`src/rtl/control_unit_pkg.sv`:
```
// Shared decode constants and control encodings for the control unit,
// datapath and pipeline registers.
package control_unit_pkg;

  localparam logic [5:0] OP_RTYPE    = 6'b000000;
  localparam logic [5:0] OP_ORI      = 6'b001101;
  localparam logic [5:0] OP_LUI      = 6'b001111;
  localparam logic [5:0] OP_LW       = 6'b100011;
  localparam logic [5:0] OP_SW       = 6'b101011;
  localparam logic [5:0] OP_BEQ      = 6'b000100;
  localparam logic [5:0] OP_J        = 6'b000010;
  localparam logic [5:0] OP_JAL      = 6'b000011;
  localparam logic [5:0] OP_SPECIAL2 = 6'b011100;

  localparam logic [5:0] FN_ADDU = 6'b100001;
  localparam logic [5:0] FN_SUBU = 6'b100011;
  localparam logic [5:0] FN_JR   = 6'b001000;
  localparam logic [5:0] FN_NOP  = 6'b000000;
  localparam logic [5:0] FN_CMCO = 6'b000000;

  typedef enum logic [1:0] {
    WA_RT = 2'b00,
    WA_RD = 2'b01,
    WA_RA = 2'b10
  } wa_sel_e;

  typedef enum logic [2:0] {
    ALU_ADD  = 3'b000,
    ALU_SUB  = 3'b001,
    ALU_OR   = 3'b010,
    ALU_LUI  = 3'b011,
    ALU_PC8  = 3'b100,
    ALU_CMCO = 3'b101
  } alu_ctrl_e;

  typedef enum logic [1:0] {
    NPC_PC4    = 2'b00,
    NPC_BRANCH = 2'b01,
    NPC_JUMP   = 2'b10,
    NPC_REG    = 2'b11
  } npc_sel_e;

  typedef struct packed {
    logic addu;
    logic subu;
    logic jr;
    logic ori;
    logic lui;
    logic lw;
    logic sw;
    logic beq;
    logic j;
    logic jal;
    logic cmco;
    logic nop;
    logic illegal;
  } instr_flags_t;

  // Bit layout matches the 16-bit pipeline register ctrl_q.
  typedef struct packed {
    logic      reg_write;
    logic      wd_sel_alu;
    logic      mem_write;
    logic      alu_src_imm;
    logic      ext_sign;
    wa_sel_e   wa_sel;
    alu_ctrl_e alu_ctrl;
    npc_sel_e  npc_sel;
    logic      illegal;
    logic [2:0] pad;
  } ctrl_word_t;

endpackage

```
`src/rtl/control_unit_if.sv`:
```
// Instruction-field inputs and decoded control outputs of the control unit.
interface control_unit_if;
  logic [5:0]  op;
  logic [5:0]  fuc;
  logic        addu, subu, jr, ori, lui, lw, sw, beq, j, jal, cmco;
  logic        nop, illegal;
  logic        reg_write, wd_sel_alu, mem_write, alu_src_imm, ext_sign;
  logic [1:0]  wa_sel;
  logic [2:0]  alu_ctrl;
  logic [1:0]  npc_sel;
  logic [15:0] ctrl_q;

  modport master (
    output op, fuc,
    input  addu, subu, jr, ori, lui, lw, sw, beq, j, jal, cmco, nop, illegal,
    input  reg_write, wd_sel_alu, mem_write, alu_src_imm, ext_sign,
    input  wa_sel, alu_ctrl, npc_sel, ctrl_q
  );

  modport slave (
    input  op, fuc,
    output addu, subu, jr, ori, lui, lw, sw, beq, j, jal, cmco, nop, illegal,
    output reg_write, wd_sel_alu, mem_write, alu_src_imm, ext_sign,
    output wa_sel, alu_ctrl, npc_sel, ctrl_q
  );
endinterface

```
`src/rtl/control_unit_decode.sv`:
```
// Pure combinational op/funct decode into one-hot instruction flags.
module control_decode
  import control_unit_pkg::*;
(
  input  logic [5:0]   op,
  input  logic [5:0]   fuc,
  output instr_flags_t flags
);

  // NOTE: every field gets a default first so no path through the case
  // leaves a flag unassigned, which would infer a latch.
  always_comb begin
    flags = '0;
    case (op)
      OP_RTYPE: begin
        case (fuc)
          FN_ADDU: flags.addu    = 1'b1;
          FN_SUBU: flags.subu    = 1'b1;
          FN_JR:   flags.jr      = 1'b1;
          FN_NOP:  flags.nop     = 1'b1;
          default: flags.illegal = 1'b1;
        endcase
      end
      OP_ORI:      flags.ori = 1'b1;
      OP_LUI:      flags.lui = 1'b1;
      OP_LW:       flags.lw  = 1'b1;
      OP_SW:       flags.sw  = 1'b1;
      OP_BEQ:      flags.beq = 1'b1;
      OP_J:        flags.j   = 1'b1;
      OP_JAL:      flags.jal = 1'b1;
      OP_SPECIAL2: begin
        if (fuc == FN_CMCO) flags.cmco    = 1'b1;
        else                flags.illegal = 1'b1;
      end
      default:     flags.illegal = 1'b1;
    endcase
  end

endmodule

```
`src/rtl/control_unit.sv`:
```
// Main control unit: decodes op/fuc into datapath controls and keeps a
// one-cycle registered copy for the next pipeline stage.
module control_unit
  import control_unit_pkg::*;
(
  input  logic          clk,
  input  logic          rst_n,
  control_unit_if.slave bus
);

  instr_flags_t flags;
  ctrl_word_t   ctrl;
  ctrl_word_t   ctrl_q_r;

  control_decode u_decode (
    .op    (bus.op),
    .fuc   (bus.fuc),
    .flags (flags)
  );

  // Flags are one-hot, so nop/illegal leave every derived control at zero.
  always_comb begin
    ctrl             = '0;
    ctrl.reg_write   = flags.addu | flags.subu | flags.lw | flags.ori |
                       flags.lui  | flags.jal  | flags.cmco;
    ctrl.wd_sel_alu  = flags.addu | flags.subu | flags.lui | flags.ori |
                       flags.jal  | flags.cmco;
    ctrl.mem_write   = flags.sw;
    ctrl.alu_src_imm = flags.ori | flags.lui | flags.lw | flags.sw;
    ctrl.ext_sign    = flags.lw  | flags.sw  | flags.beq;
    ctrl.illegal     = flags.illegal;

    if (flags.addu || flags.subu || flags.cmco) ctrl.wa_sel = WA_RD;
    else if (flags.jal)                         ctrl.wa_sel = WA_RA;
    else                                        ctrl.wa_sel = WA_RT;

    if (flags.subu || flags.beq) ctrl.alu_ctrl = ALU_SUB;
    else if (flags.ori)          ctrl.alu_ctrl = ALU_OR;
    else if (flags.lui)          ctrl.alu_ctrl = ALU_LUI;
    else if (flags.jal)          ctrl.alu_ctrl = ALU_PC8;
    else if (flags.cmco)         ctrl.alu_ctrl = ALU_CMCO;
    else                         ctrl.alu_ctrl = ALU_ADD;

    if (flags.beq)                ctrl.npc_sel = NPC_BRANCH;
    else if (flags.j || flags.jal) ctrl.npc_sel = NPC_JUMP;
    else if (flags.jr)            ctrl.npc_sel = NPC_REG;
    else                          ctrl.npc_sel = NPC_PC4;
  end

  // NOTE: sequential state uses non-blocking assignments so every register
  // samples the pre-edge value of its inputs.
  always_ff @(posedge clk or negedge rst_n) begin
    if (!rst_n) ctrl_q_r <= '0;
    else        ctrl_q_r <= ctrl;
  end

  assign bus.addu        = flags.addu;
  assign bus.subu        = flags.subu;
  assign bus.jr          = flags.jr;
  assign bus.ori         = flags.ori;
  assign bus.lui         = flags.lui;
  assign bus.lw          = flags.lw;
  assign bus.sw          = flags.sw;
  assign bus.beq         = flags.beq;
  assign bus.j           = flags.j;
  assign bus.jal         = flags.jal;
  assign bus.cmco        = flags.cmco;
  assign bus.nop         = flags.nop;
  assign bus.illegal     = flags.illegal;
  assign bus.reg_write   = ctrl.reg_write;
  assign bus.wd_sel_alu  = ctrl.wd_sel_alu;
  assign bus.mem_write   = ctrl.mem_write;
  assign bus.alu_src_imm = ctrl.alu_src_imm;
  assign bus.ext_sign    = ctrl.ext_sign;
  assign bus.wa_sel      = ctrl.wa_sel;
  assign bus.alu_ctrl    = ctrl.alu_ctrl;
  assign bus.npc_sel     = ctrl.npc_sel;
  assign bus.ctrl_q      = ctrl_q_r;

endmodule

```
`src/flat_wrapper.sv`:
```
// flat-port wrapper written by rule: the top's interface ports become plain ports
module control_unit_flat import control_unit_pkg::*;
  (clk, rst_n, bus_op, bus_fuc, bus_addu, bus_subu, bus_jr, bus_ori, bus_lui, bus_lw, bus_sw, bus_beq, bus_j, bus_jal, bus_cmco, bus_nop, bus_illegal, bus_reg_write, bus_wd_sel_alu, bus_mem_write, bus_alu_src_imm, bus_ext_sign, bus_wa_sel, bus_alu_ctrl, bus_npc_sel, bus_ctrl_q);
  control_unit_if bus_i ();
  input  logic clk;
  input  logic rst_n;
  input wire logic [$bits(bus_i.op)-1:0] bus_op;
  input wire logic [$bits(bus_i.fuc)-1:0] bus_fuc;
  output wire logic [$bits(bus_i.addu)-1:0] bus_addu;
  output wire logic [$bits(bus_i.subu)-1:0] bus_subu;
  output wire logic [$bits(bus_i.jr)-1:0] bus_jr;
  output wire logic [$bits(bus_i.ori)-1:0] bus_ori;
  output wire logic [$bits(bus_i.lui)-1:0] bus_lui;
  output wire logic [$bits(bus_i.lw)-1:0] bus_lw;
  output wire logic [$bits(bus_i.sw)-1:0] bus_sw;
  output wire logic [$bits(bus_i.beq)-1:0] bus_beq;
  output wire logic [$bits(bus_i.j)-1:0] bus_j;
  output wire logic [$bits(bus_i.jal)-1:0] bus_jal;
  output wire logic [$bits(bus_i.cmco)-1:0] bus_cmco;
  output wire logic [$bits(bus_i.nop)-1:0] bus_nop;
  output wire logic [$bits(bus_i.illegal)-1:0] bus_illegal;
  output wire logic [$bits(bus_i.reg_write)-1:0] bus_reg_write;
  output wire logic [$bits(bus_i.wd_sel_alu)-1:0] bus_wd_sel_alu;
  output wire logic [$bits(bus_i.mem_write)-1:0] bus_mem_write;
  output wire logic [$bits(bus_i.alu_src_imm)-1:0] bus_alu_src_imm;
  output wire logic [$bits(bus_i.ext_sign)-1:0] bus_ext_sign;
  output wire logic [$bits(bus_i.wa_sel)-1:0] bus_wa_sel;
  output wire logic [$bits(bus_i.alu_ctrl)-1:0] bus_alu_ctrl;
  output wire logic [$bits(bus_i.npc_sel)-1:0] bus_npc_sel;
  output wire logic [$bits(bus_i.ctrl_q)-1:0] bus_ctrl_q;
  assign bus_i.op = bus_op;
  assign bus_i.fuc = bus_fuc;
  assign bus_addu = bus_i.addu;
  assign bus_subu = bus_i.subu;
  assign bus_jr = bus_i.jr;
  assign bus_ori = bus_i.ori;
  assign bus_lui = bus_i.lui;
  assign bus_lw = bus_i.lw;
  assign bus_sw = bus_i.sw;
  assign bus_beq = bus_i.beq;
  assign bus_j = bus_i.j;
  assign bus_jal = bus_i.jal;
  assign bus_cmco = bus_i.cmco;
  assign bus_nop = bus_i.nop;
  assign bus_illegal = bus_i.illegal;
  assign bus_reg_write = bus_i.reg_write;
  assign bus_wd_sel_alu = bus_i.wd_sel_alu;
  assign bus_mem_write = bus_i.mem_write;
  assign bus_alu_src_imm = bus_i.alu_src_imm;
  assign bus_ext_sign = bus_i.ext_sign;
  assign bus_wa_sel = bus_i.wa_sel;
  assign bus_alu_ctrl = bus_i.alu_ctrl;
  assign bus_npc_sel = bus_i.npc_sel;
  assign bus_ctrl_q = bus_i.ctrl_q;
  control_unit u_core (.clk(clk), .rst_n(rst_n), .bus(bus_i));
endmodule
```
`config.mk`:
```
export PLATFORM = sky130hd
export DESIGN_NAME = control_unit_flat
export DESIGN_NICKNAME = d
export VERILOG_FILES = /design/src/rtl/control_unit_pkg.sv /design/src/rtl/control_unit_if.sv /design/src/rtl/control_unit_decode.sv /design/src/rtl/control_unit.sv /design/src/flat_wrapper.sv
export SDC_FILE = /design/constraint.sdc
export NUM_CORES = 1
export LEC_CHECK = 0
export CORE_ASPECT_RATIO = 1.25
export CORE_MARGIN = 10
export CORE_UTILIZATION = 36
export CTS_CLUSTER_SIZE = 30
export DETAILED_ROUTE_END_ITERATION = 12
export HOLD_SLACK_MARGIN = 0.02
export MAX_ROUTING_LAYER = met4
export PLACE_DENSITY = 0.83
export SKIP_CTS_REPAIR_TIMING = 1
export SYNTH_ARGS = -nofsm -noshare
export SYNTH_HDL_FRONTEND = slang
export SYNTH_SLANG_ARGS = --single-unit
export TNS_END_PERCENT = 10
```
`constraint.sdc`:
```
create_clock -name clk -period 4.1 [get_ports clk]
set_input_delay 0.615 -clock clk [delete_from_list [all_inputs] [get_ports clk]]
set_output_delay 0.615 -clock clk [all_outputs]
set_load 0.005 [all_outputs]
```
Yosys cells after proc, flatten, opt, wreduce, memory -nomap -nowiden
Cells that the tools add are included.
Widths: inputs -> output; s select.
{"block": "word_totals", "register_bits": 13, "latch_bits": 0, "ramBits": 0, "rom_bits": 0, "out_inout_bits": 41, "word_cells": 70, "memories": 0}
{"block": "classes", "addsub": 0, "mul": 0, "div_mod_pow": 0, "n_lt_le_gt_ge": 0, "eq_ne": 11, "n_shift": 0, "n_mux": 27, "bitwise_logic": 15, "n_reduce_logical": 8}
{"op": "$eq 6x6->1 const B", "n": 4}
{"op": "$eq 6x4->1 const B", "n": 3}
{"op": "$mux 3", "n": 6}
{"op": "$mux 1", "n": 15}
{"op": "$or 1x1->1", "n": 15}
{"op": "$eq 6x2->1 const B", "n": 2}
{"op": "$logic_not 6->1", "n": 2}
{"op": "$mux 2", "n": 5}
{"op": "$reduce_or 7->1", "n": 1}
{"op": "$eq 6x3->1 const B", "n": 1}
{"op": "$eq 6x5->1 const B", "n": 1}
{"op": "$logic_or 1x1->1", "n": 4}
{"op": "$reduce_or 4->1", "n": 1}
{"op": "$pmux 1 s3", "n": 1}

Longest topological paths before layout
{"block": "depth", "word_depth": 9, "ltp_mapped": 6, "ltp_nobuf": 6}

Cells and area by module
A second synthesis with hierarchy kept.
{"block": "hier_totals", "hier_cells": 73, "hier_area_um2": 698.2}
{"module": "control_unit", "instances": 1, "cells_per_inst": 36, "area_per_inst_um2": 469.2, "seq_area_each_um2": 325.3}
{"module": "control_decode", "instances": 1, "cells_per_inst": 37, "area_per_inst_um2": 229.0, "seq_area_each_um2": 0.0}

Worst setup path before layout
OpenSTA, ideal clock, no wires.
{"block": "synth_path", "path_kind": "input to output", "from": "in bus_fuc[1]", "to": "out bus_reg_write", "arrival_time_ns": 2.029, "required_time_ns": 3.485, "setup_slack_ns": 1.456, "cell_stages": 6, "cell_sequence": "or4_1 > or2_1 > or3_4 > clkinv_2 > or3_2 > or2_1"}
{"item": "start, declared", "line": "flat_wrapper.sv:8", "text": "input wire logic [$bits(bus_i.fuc)-1:0] bus_fuc;"}
{"item": "$logic_not 6->1", "line": "control_unit_decode.sv:32", "text": "if (fuc == FN_CMCO) flags.cmco = 1'b1;"}
{"item": "$mux 1", "line": "control_unit_decode.sv:32"}
{"item": "$mux 1", "line": "control_unit_decode.sv:14", "text": "case (op)"}
{"item": "via bus_cmco", "line": "flat_wrapper.sv:19", "text": "output wire logic [$bits(bus_i.cmco)-1:0] bus_cmco;"}
{"item": "$or 1x1->1", "line": "control_unit.sv:25", "text": "flags.lui | flags.jal | flags.cmco;"}
{"item": "end, declared", "line": "flat_wrapper.sv:22", "text": "output wire logic [$bits(bus_i.reg_write)-1:0] bus_reg_write;"}
The timed path passes the listed nets, and every way through them passes these cells.

Worst setup path in the final report
{"block": "layout_path", "from": "in bus_fuc[1]", "to": "out bus_reg_write"}
{"block": "layout_via", "elab_chain_cells": 9}
{"item": "$eq 6x6->1", "line": "control_unit_decode.sv:16", "text": "case (fuc)"}
{"item": "$mux 1", "line": "control_unit_decode.sv:16"}
{"item": "$mux 3", "line": "control_unit_decode.sv:14"}
{"item": "$or 1x1->1 (4 in series)", "line": "control_unit.sv:24", "text": "ctrl.reg_write = flags.addu | flags.subu | flags.lw | flags.ori |"}
{"item": "$or 1x1->1", "line": "control_unit.sv:25"}
{"item": "$or 1x1->1 (*)", "line": "control_unit.sv:25"}
Every way passes the cells marked *; elsewhere a longest branch is shown, timed or not.

==> flow_metrics.env <==
export IMPL_utilization_pct=63.9
export IMPL_internal_power_mw=0.196
export IMPL_drive_gt1_share_pct=8.27
export IMPL_place_gp_congestion=0.881
export IMPL_clock_sinks=13
export IMPL_rows=18
export IMPL_grt_pass1_wl_um=3640
export IMPL_yosysSeqAreaShare_pct=42.6
export IMPL_pwr_share_seq_pct=51.1
export IMPL_hold_violations=0
export IMPL_initial_core_util_pct=38.1
export IMPL_finalMaxSlewViolations=0
export IMPL_setup_viol=0
export IMPL_die_w_um=61.2
export IMPL_numCtsBuffers=3
export IMPL_fill_cells=162
export IMPL_fin_nets=148
export IMPL_relSlewSlack_pct=64.3
export IMPL_clk_pin_slew_ps=70
export IMPL_worstSetupStartpoint="bus_fuc[1]"
export IMPL_wl_per_cell_um=16.1
export IMPL_cts_tree="built"
export IMPL_finalNonFillerCells=153
export IMPL_yosysUniqueCellTypes=35
export IMPL_vdd_drop_max_uv=80.9
export IMPL_placed_cells=149
export IMPL_ys_warn_count=0
export IMPL_synth_edff_count=0
export IMPL_p_leak_nw=0.534
export IMPL_fmax_mhz=271
export IMPL_antennaDiodeCount=0
export IMPL_pwr_share_clk_pct=28.4
export IMPL_worst_pin_slew_ps=534
export IMPL_ioPinCount=55
export IMPL_hold_ws_ps=698
export IMPL_synthCells=86
export IMPL_route_vias_total=787
export IMPL_core_area_sq_um=2000
export IMPL_cp_data_required_time_ps=3480
export IMPL_area_delta_synth_final_pct=67.6
export IMPL_min_path_type="in2async"
export IMPL_synth_area_sq_um=764
export IMPL_grt_max_degree=15
export IMPL_postSynthAreaPerCell_sq_um=8.89
export IMPL_synth_seq_cells=13
export IMPL_root_buffer="clkbuf_4"
export IMPL_wl_um=2460
export IMPL_antenna_found_initial=0
export IMPL_status="finished clean"
export IMPL_finalCritPeriodShare_pct=89.9
export IMPL_grtUsageTotal_pct=11.0
export IMPL_async_reset_ff_share_pct=100
export IMPL_maxCapViolCount=0
export IMPL_htreeDepth=1
export IMPL_io_buffers=51
export IMPL_drc=0
export IMPL_die_height_um=71.5
export IMPL_powerDensity_nw_per_um2=200
export IMPL_largest_reg_flops=13
export IMPL_switching_power_mw=0.0603
export IMPL_drt_antenna_violating_nets=0
export IMPL_ys_flop_type="dfrtp_1"
export IMPL_vias_per_cell=5.14
export IMPL_firstDrtPassIters=4
export IMPL_grt_overflow_total=0
export IMPL_fin_crit_ps=3690
export IMPL_comb_power_share_pct=20.5
export IMPL_cts_buffer_depth=2
export IMPL_crit_path_end_kind="output pin"
export IMPL_place_hpwl_um=2170
export IMPL_drtIter0Drc=17
export IMPL_worstPathArrival_ps=3070
export IMPL_grt_pass1_vias=733
export IMPL_start_kind="primary input"
export IMPL_mostFrequentLayoutCells="51 x clkdlybuf4s50_1, 13 x dfrtp_1, 11 x nor2_1"
export IMPL_rsz0062_at_grt="false"
export IMPL_crit_type="in2out"
export IMPL_switching_share_pct=23.5
export IMPL_final_common_cell="clkdlybuf4s50_1"
export IMPL_fin_tns_setup_ps=0
export IMPL_path_max_fanout=4
export IMPL_dieArea_sq_um=4380
metal layers:
| metal | up-vias | GRT usage, % | wire [um] |
|---|---|---|---|
| li1 | 389 | - | - |
| met2 | 41 | 19.9 | 1250 |
| met4 | 0 | 4.58 | 19 |
| met5 | - | - | 0 |
| met3 | 2 | 2.65 | 253 |
| met1 | 355 | 10.6 | 944 |
path summary, 6_finish.rpt:
kind	cells after the start	to	slack (ps)
max	8	bus_reg_write	410
min	1	u_core.bus.ctrl_q[6]	700
max in group asynchronous	1	u_core.bus.ctrl_q[4]	3050
min in group clk	3	u_core.bus.ctrl_q[9]	1150
metrics by stage:
| stage | setup slack, ps | power, mW | instance area (sq um) |
|---|---|---|---|
| detailed placement | 391 | 0.186 | 1250 |
| global placement | 408 | 0.185 | 1250 |
| finish | 414 | 0.257 | 1280 |
| CTS | 392 | 0.260 | 1280 |
| floorplan | 1460 | 0.157 | 772 |
| global route | 226 | 0.267 | 1280 |
Yosys cell counts (3+ instances only):
master,instances,area [sq um]
nand2_1,4,15.0
or2_1,3,18.8
a21oi_1,4,20.0
or3_1,3,18.8
clkbuf_1,6,22.5
or4_1,3,22.5
buf_4,4,30.0
nor2_1,11,41.3
dfrtp_1,13,325
kinds of logic after synthesis:
family,count (synthesis),synth area share [%]
buf+inv,12,8.02
other cells,1,0.491
flops,13,42.6
simple gates,48,38.8
compound gates,12,10.1
final cells by class:
cell class	instances	area (sq um)	share of cell area (%)
well taps	20	25.0	1.95
repair buffers	51	510	39.8
clock buffers	4	26.3	2.05
multi-input cells	63	385	30.1
flip-flops and latches	13	325	25.4
inverters	2	8.76	0.684
worst max-delay path, stage by stage:
cell             delay [ps]
clkdlybuf4s50_1         460
or4_1                   550
or2_1                   280
or3_4                   350
clkinv_2                 70
or3_2                   130
or2_1                   110
clkdlybuf4s50_1         510
power by group through the flow:
stage	combinational [mW]	sequential, mW	clock [mW]
floorplan	0.0225	0.134	0
global placement	0.0511	0.134	0
detailed placement	0.0524	0.134	0
CTS	0.0526	0.131	0.0757
global route	0.0575	0.131	0.0784
finish	0.0525	0.131	0.0730
Note: power is estimated with default switching activity, not from simulation.
